==> config.mk <==
export PLATFORM = sky130hd
export DESIGN_NAME = pc_fetch_unit
export DESIGN_NICKNAME = d
export VERILOG_FILES = /design/src/rtl/pc_fetch_unit_pkg.sv /design/src/rtl/pc_fetch_unit_skid.sv /design/src/rtl/pc_fetch_unit.sv
export SDC_FILE = /design/constraint.sdc
export NUM_CORES = 1
export LEC_CHECK = 0
export CAP_MARGIN = 10
export CORE_MARGIN = 3
export CORE_UTILIZATION = 67
export CTS_CLUSTER_SIZE = 10
export DETAILED_ROUTE_END_ITERATION = 6
export DONT_BUFFER_PORTS = 1
export GPL_ROUTABILITY_DRIVEN = 0
export PLACE_DENSITY_LB_ADDON = 0.25
export REMOVE_ABC_BUFFERS = 1
export SYNTH_ARGS = -nofsm -noshare
export SYNTH_HDL_FRONTEND = slang
export SYNTH_SLANG_ARGS = --single-unit
==> constraint.sdc <==
create_clock -name clk -period 7.8 [get_ports clk]
set_clock_uncertainty 0.15 [all_clocks]
set_input_delay 0.39 -clock clk [delete_from_list [all_inputs] [get_ports clk]]
set_output_delay 0.39 -clock clk [all_outputs]
set_load 0.05 [all_outputs]
==> src/rtl/pc_fetch_unit_pkg.sv <==
// Shared fetch-stage definitions: FSM state encoding and architectural constants.
package pc_fetch_unit_pkg;

  typedef enum logic [1:0] {
    FETCH   = 2'd0,
    WAIT    = 2'd1,
    HOLD    = 2'd2,
    DISCARD = 2'd3
  } fetch_state_e;

  localparam logic [31:0]  FETCH_RESET_PC  = 32'h0000_0000;
  localparam logic [31:0]  FETCH_NOP_INSTR = 32'h0000_0000;
  localparam int unsigned  FETCH_PC_STEP   = 4;

endpackage

==> src/rtl/pc_fetch_unit_skid.sv <==
// One-entry {pc, instr} holding register for a response that arrives while ID is stalled.
module fetch_skid_reg #(
  parameter int unsigned W = 32
) (
  input  logic         clk,
  input  logic         rst,
  input  logic         load,
  input  logic         clear,
  input  logic [W-1:0] pc_in,
  input  logic [W-1:0] instr_in,
  output logic         full,
  output logic [W-1:0] pc,
  output logic [W-1:0] instr
);

  always_ff @(posedge clk) begin
    if (rst) begin
      full  <= 1'b0;
      pc    <= '0;
      instr <= '0;
    end else if (clear) begin
      full  <= 1'b0;
    end else if (load) begin
      full  <= 1'b1;
      pc    <= pc_in;
      instr <= instr_in;
    end
  end

endmodule

==> src/rtl/pc_fetch_unit.sv <==
// Fetch PC holder and single-outstanding I-cache requester feeding the IF/ID register.
module pc_fetch_unit
  import pc_fetch_unit_pkg::*;
#(
  parameter int unsigned       ADDR_W    = 32,
  parameter logic [ADDR_W-1:0] RESET_PC  = ADDR_W'(FETCH_RESET_PC),
  parameter logic [ADDR_W-1:0] NOP_INSTR = ADDR_W'(FETCH_NOP_INSTR)
) (
  input  logic              clk,
  input  logic              rst,
  input  logic [ADDR_W-1:0] next_pc,
  input  logic              redirect,
  input  logic              stall,
  output logic              ic_req,
  output logic [ADDR_W-1:0] ic_addr,
  input  logic              ic_ready,
  input  logic              ic_valid,
  input  logic [ADDR_W-1:0] ic_data,
  output logic [ADDR_W-1:0] pc_out,
  output logic              if_id_valid,
  output logic [ADDR_W-1:0] if_id_pc,
  output logic [ADDR_W-1:0] if_id_pc4,
  output logic [ADDR_W-1:0] if_id_instr
);

  localparam logic [ADDR_W-1:0] STEP = ADDR_W'(FETCH_PC_STEP);

  fetch_state_e      state, state_nxt;
  logic [ADDR_W-1:0] pc, req_pc;
  logic              accept;
  logic              deliver_resp, deliver_skid;
  logic              skid_load, skid_clear, skid_full;
  logic [ADDR_W-1:0] skid_pc, skid_instr;

  always_ff @(posedge clk) begin
    if (rst) state <= FETCH;
    else     state <= state_nxt;
  end

  always_comb begin
    state_nxt = state;
    if (redirect) begin
      case (state)
        WAIT:    state_nxt = ic_valid ? FETCH : DISCARD;
        DISCARD: state_nxt = DISCARD;
        default: state_nxt = FETCH;
      endcase
    end else begin
      case (state)
        FETCH:   state_nxt = accept ? WAIT : FETCH;
        WAIT: begin
          if (ic_valid) state_nxt = stall ? HOLD : (accept ? WAIT : FETCH);
          else          state_nxt = WAIT;
        end
        HOLD:    state_nxt = stall ? HOLD : FETCH;
        DISCARD: state_nxt = ic_valid ? FETCH : DISCARD;
        default: state_nxt = FETCH;
      endcase
    end
  end

  // WAIT may issue the next request in the same cycle its response lands.
  always_comb begin
    ic_req       = 1'b0;
    deliver_resp = 1'b0;
    deliver_skid = 1'b0;
    skid_load    = 1'b0;
    skid_clear   = 1'b0;
    case (state)
      FETCH: ic_req = !stall && !redirect;
      WAIT: begin
        ic_req       = ic_valid && !stall && !redirect;
        deliver_resp = ic_valid && !stall && !redirect;
        skid_load    = ic_valid && stall && !redirect;
      end
      HOLD: begin
        deliver_skid = !stall && !redirect && skid_full;
        skid_clear   = !stall || redirect;
      end
      default: ;
    endcase
    if (rst) ic_req = 1'b0;
  end

  assign accept  = ic_req && ic_ready;
  assign ic_addr = pc;
  assign pc_out  = pc;

  always_ff @(posedge clk) begin
    if (rst) begin
      pc     <= RESET_PC;
      req_pc <= '0;
    end else begin
      if (redirect)    pc <= next_pc;
      else if (accept) pc <= pc + STEP;
      if (accept) req_pc <= pc;
    end
  end

  fetch_skid_reg #(.W(ADDR_W)) u_skid (
    .clk      (clk),
    .rst      (rst),
    .load     (skid_load),
    .clear    (skid_clear),
    .pc_in    (req_pc),
    .instr_in (ic_data),
    .full     (skid_full),
    .pc       (skid_pc),
    .instr    (skid_instr)
  );

  // A stall freezes IF/ID unless a redirect flushes it in the same cycle.
  always_ff @(posedge clk) begin
    if (rst) begin
      if_id_valid <= 1'b0;
      if_id_pc    <= '0;
      if_id_pc4   <= STEP;
      if_id_instr <= NOP_INSTR;
    end else if (redirect || !stall) begin
      if (deliver_resp) begin
        if_id_valid <= 1'b1;
        if_id_pc    <= req_pc;
        if_id_pc4   <= req_pc + STEP;
        if_id_instr <= ic_data;
      end else if (deliver_skid) begin
        if_id_valid <= 1'b1;
        if_id_pc    <= skid_pc;
        if_id_pc4   <= skid_pc + STEP;
        if_id_instr <= skid_instr;
      end else begin
        if_id_valid <= 1'b0;
        if_id_instr <= NOP_INSTR;
      end
    end
  end

endmodule

---- Yosys cells after proc, flatten, opt, wreduce, memory -nomap -nowiden ----
Cells that the tools add are included.
storage, ports and cells
  bits in registers ....................... 228
  input bits .............................. 70
  logic and storage cells ................. 57
  output and inout bits ................... 162
cells by class
  bitwise gates (word level) .............. 1
  eq/ne operators ......................... 3
  muxes and demuxes ....................... 24
  add/subtract/negate cells ............... 3
  reductions and logical operators ........ 16
operators with widths
  kind                     number
  $mux W32                 8
  $add A32 B3 Y32 const B  3
  $mux W2                  5
  $mux W1                  8
  $pmux W2 S4              1
  $logic_and A1 B1 Y1      7
  $eq A2 B2 Y1 const B     2
  $pmux W2 S2              1
  $reduce_and A2 Y1        2
  $reduce_bool A2 Y1       2
  $eq A2 B1 Y1 const B     1
  $logic_not A1 Y1         2
  $logic_not A2 Y1         1
  $pmux W1 S2              1
  $reduce_or A2 Y1         1
  $logic_or A1 B1 Y1       1
  $not A1 Y1               1

---- Logic depth before layout (Yosys ltp) ----
  depth after elaboration ................. 11
  gate-level depth with buffers ........... 14
  depth with buffers taken out ............ 11

---- Modules after synthesis ----
A second synthesis with hierarchy kept.
unflattened totals
  cell total of the unflattened synthesis .. 1281
  area total of the unflattened synthesis .. 11280.8 um2
by module, submodules not included
  module          sequential area each (um2)  instances  cells an instance  area each (um2)
  pc_fetch_unit   3223.1                      1          986                8086.5
  fetch_skid_reg  1301.2                      1          295                3194.3

---- Least setup slack after synthesis ----
OpenSTA, ideal clock, no wires.
  path type ............................... in2reg
  start point ............................. in redirect
  end point ............................... reg if_id_pc4[30]
  cell stages on the path ................. 14
  data arrival time ....................... 3.415 ns
  path buffers ............................ 3
  library setup time ...................... 0.124 ns
  path slack .............................. 4.111 ns
  required time ........................... 7.526 ns
  cell sequence ........................... or2_1 -> clkbuf_1 -> nor2_1 -> buf_2 -> clkbuf_1 -> nand2_1 -> nand2_1 -> ha_1 -> nand3_1 -> or4_4 -> a222oi_1 -> nor3b_2 -> xor2_1 -> o21ai_1
between the ends
  cells in the longest elaborated chain, start to end .. 6
  elaborated cells on any way between the ends .. 10
  classes of those cells .................. 3 x mux; 7 x reduce/logical
ends and longest elaborated chain
  what                               line                                      source
  start: declaration                 pc_fetch_unit.sv:12                       input logic redirect,
  $logic_not A1 Y1                   pc_fetch_unit.sv:73, pc_fetch_unit.sv:77
  $logic_and A1 B1 Y1 (2 in series)  pc_fetch_unit.sv:77                       deliver_skid = !stall && !redirect && skid_full;
  $mux W1                            pc_fetch_unit.sv:69                       case (state)
  $reduce_bool A2 Y1 (no line)       --
  $reduce_and A2 Y1 (no line)        --
  end signal: assignment             pc_fetch_unit.sv:123                      if_id_pc4 <= req_pc + STEP;
  end signal: assignment             pc_fetch_unit.sv:128                      if_id_pc4 <= skid_pc + STEP;
  end: declaration                   pc_fetch_unit.sv:22                       output logic [ADDR_W-1:0] if_id_pc4,
Parallel ways exist; a longest one is shown, timed or not.
A chain may end at the register's enable or synchronous reset.

---- Final worst setup path ----
  start point ............................. reg state[1]
  end point ............................... reg if_id_pc4[30]
between the ends
  cells in the longest elaborated chain, start to end .. 4
  elaborated cells on any way between the ends .. 7
  classes of those cells .................. 2 x eq/ne; 3 x mux; 2 x reduce/logical
ends and longest elaborated chain
  what                                                 line                 source
  start: declaration                                   pc_fetch_unit.sv:28  fetch_state_e state, state_nxt;
  start signal: assignment                             pc_fetch_unit.sv:37  else state <= state_nxt;
  $eq A2 B1 Y1 / $eq A2 B2 Y1 (equally long branches)  pc_fetch_unit.sv:69
  $mux W1                                              pc_fetch_unit.sv:69
  $reduce_bool A2 Y1 (no line)                         --
  $reduce_and A2 Y1 (no line)                          --
Parallel ways exist; a longest one is shown, timed or not.

==> results_dict.tcl <==
set metrics [dict create \
    maxSlewViolCount 0 \
    startpoint_type "register" \
    synth_top_flop_cell "dfxtp_1" \
    met1_usage 0.453 \
    antenna_cells 0 \
    p_sw_frac 0.245 \
    whs_path_depth 4 \
    synth_edf_count 0 \
    busiest_layer "met2" \
    rrSetupSlack_ns 3.77 \
    io_pins 232 \
    drtAntennaViolNets 0 \
    rsz0062_at_grt "no" \
    synthArstFlopShare 0 \
    setup_violations 0 \
    syn-instance-count 1239 \
    port_buffers 0 \
    dr.pass1.iters 7 \
    route.detailed.drc 6 \
    clock_path_buffers 3 \
    reg2reg_to "if_id_pc4[30]" \
    power_mw 2.41 \
    tns_ns 0 \
    clk_pin_slew_ns 0.06 \
    cts_tree "built" \
    syn_to_final_growth_pct 12.2 \
    row_count 44 \
    p_per_area_nw_per_um2 214 \
    cp-end-kind "register" \
    max-slew-margin-rel 0.203 \
    tightestPinTransition_ns 1.19 \
    hold_slack_ns 0.0181 \
    reg2reg_from "state[1]" \
    dp_cells 1323 \
    hold_viol 0 \
    routed_wl_mm 28.7 \
    fin_nets 1306 \
    hpwl_mm 17.0 \
    cts.sinks 226 \
    grt_pass1_wl_mm 45.5 \
    met2_usage 0.532 \
    viasPerCell 6.64 \
    fin_util 0.772 \
    ys_ff_latch 226 \
    cts_resized 0 \
    placed_cell_area_um2 9890 \
    cp-endpoint "if_id_pc4[30]" \
    htreeDepth 1 \
    worst-setup-path-type "reg2reg" \
    syn-cell-area_um2 10000 \
    die_h_um 128 \
    grt_use_met3 0.0789 \
    yosys_warnings 0 \
    grt_overflow 0 \
    drtIter0Drc 1146 \
    grt_util_all_layers 0.334 \
    antenna_found_initial 0 \
    peakVddDrop_uv 192 \
    start_util 0.688 \
    pwr-share-comb 0.061 \
    grt_max_degree 215 \
    period_share 0.517 \
    core_um2 14600 \
    ys_types 66 \
    clkPwrFrac 0.428 \
    max_freq_ghz 0.248 \
    cts_hold_buf 67 \
    vias 9425 \
    dpl_worst_slack_ns 3.80 \
    cp.required_ns 8.02 \
    finalWorstSetupSlack_ns 3.77 \
    fp.dieArea_um2 16500 \
    max_cap_violations 0 \
    clock-root-buffer "clkbuf_16" \
    grt_pass1_vias 8725 \
    fin_area_um2 11300 \
    cts_setup_buffers 0 \
    reg2reg_depth 12 \
    numCtsBuffers 26 \
    status "finished with violations" \
    p_switching_uw 592 \
    hold_class "in2reg" \
    violations "design-rule violations" \
    die_w_um 128 \
    p_leak_nw 3.97 \
    timing.critical_path.from "state[1]" \
    yosysSeqAreaShare 0.451 \
    wl_per_cell_um 20.2 \
    avgSynthCellArea_um2 8.10 \
    drive_gt1_frac 0.0607 \
    cp_max_fo 44 \
    instances_no_fill 1419 \
    p_int_mw 1.82 \
    critPathArrivalTime_ns 4.24 \
    pwr-share-seq 0.511 \
    clock_latency_ns 0.52 \
    finalCriticalPeriod_ns 4.03 \
]
==> synth_stat cells, drive strengths merged, types with 3 or more instances <==
cell	instances	area [um^2]
nor2b	5	31.3
a21o	3	22.5
o2111ai	4	35.0
nand3	28	140
nand4	31	200
or3	4	25.0
mux2i	24	240
buf	59	363
xnor2	12	105
and4	7	61.3
a31oi	11	68.8
o311ai	5	43.8
a211oi	36	270
o21ai	25	125
a222oi	40	400
nor3	13	65.1
o22ai	4	25.0
nor2	115	432
nand2	278	1040
a21oi	134	671
clkbuf	64	240
and2	9	56.3
a221oi	4	35.0
o211ai	6	45.0
and3	23	144
inv	5	18.8
nor4	5	52.6
xor2	15	131
dfxtp	226	4520
mux2	11	124
a22oi	4	30.0
==> power groups by stage <==
| stage | combinational, mW | clock [mW] | sequential [mW] |
|---|---|---|---|
| after floorplan | 0.0385 | 0 | 1.28 |
| after global placement | 0.0918 | 0 | 1.26 |
| after detailed placement | 0.0931 | 0 | 1.26 |
| after CTS | 0.142 | 1.04 | 1.23 |
| after global routing | 0.156 | 1.10 | 1.23 |
| final | 0.147 | 1.03 | 1.23 |
==> worst max-delay path, cell delays in order, from the launching register on <==
cell and delay (ns):
dfxtp_1 0.43, and3b_1 0.40, nand2_2 0.16, buf_4 0.48, nand2_1 0.11, nand2_1 0.11
ha_1 0.21, nand3_1 0.17, or4_4 0.56, a222oi_1 0.58, nor3b_2 0.28, xor2_1 0.16
o21ai_1 0.08
==> area by class of cell <==
class,instances,area [um^2]
multi-input cells,885,4940
well taps,184,230
inverters,5,18.8
fillers,1052,3330
repair buffers,90,861
flip-flops and latches,226,4520
clock buffers,28,679
clock inverters,1,5.00
==> layout by cell type, fill, tap and decap left out, drive strengths merged, types with 3 or more instances in the layout <==
| cell | Yosys | routed |
|---|---|---|
| a211oi | 36 | 36 |
| a21o | 3 | 3 |
| a21oi | 134 | 134 |
| a221oi | 4 | 4 |
| a222oi | 40 | 40 |
| a22oi | 4 | 4 |
| a31oi | 11 | 11 |
| and2 | 9 | 9 |
| and3 | 23 | 23 |
| and4 | 7 | 7 |
| buf | 59 | 24 |
| clkbuf | 64 | 28 |
| dfxtp | 226 | 226 |
| dlygate4sd3 | 0 | 66 |
| inv | 5 | 5 |
| mux2 | 11 | 11 |
| mux2i | 24 | 24 |
| nand2 | 278 | 278 |
| nand3 | 28 | 28 |
| nand4 | 31 | 31 |
| nor2 | 115 | 115 |
| nor2b | 5 | 5 |
| nor3 | 13 | 13 |
| nor4 | 5 | 5 |
| o2111ai | 4 | 4 |
| o211ai | 6 | 6 |
| o21ai | 25 | 25 |
| o22ai | 4 | 4 |
| o311ai | 5 | 5 |
| or3 | 4 | 4 |
| xnor2 | 12 | 12 |
| xor2 | 15 | 15 |
==> cell families after synthesis <==
logic type | Yosys count | synth area share
and+or+nand+nor | 529 | 0.234
AOI/OAI and AO/OA | 292 | 0.191
DFF | 226 | 0.451
buffers and inverters | 128 | 0.0620
muxes | 35 | 0.0363
xor gates and xnor gates | 27 | 0.0236
adders and majority gates | 2 | 0.00249
==> worst min path at each step <==
stage / slack [ns] / from / to
6_report: 0.02 / redirect / state[0]
5_1_grt: 0.04 / redirect / state[0]
4_1_cts: 0.01 / redirect / state[0]
3_5_place_dp: 0.29 / u_skid.pc[30] / u_skid.pc[30]
3_3_place_gp: 0.29 / u_skid.instr[8] / u_skid.instr[8]
2_1_floorplan: 0.28 / u_skid.pc[31] / u_skid.pc[31]
==> layer usage <==
layer | part of all wire | vias to the layer above
li1 | - | 4355
met1 | 0.39 | 4418
met2 | 0.47 | 575
met3 | 0.11 | 77
met4 | 0.025 | 0
met5 | 0 | -
==> registers in the layout, indices dropped and copies added, names as in the netlist <==
register and count:
ic_addr 32, if_id_instr 32, if_id_pc 32, if_id_pc4 30, if_id_valid 1, req_pc 32
state 2, u_skid.full 1, u_skid.instr 32, u_skid.pc 32
Power figures use the tool's default switching activity.
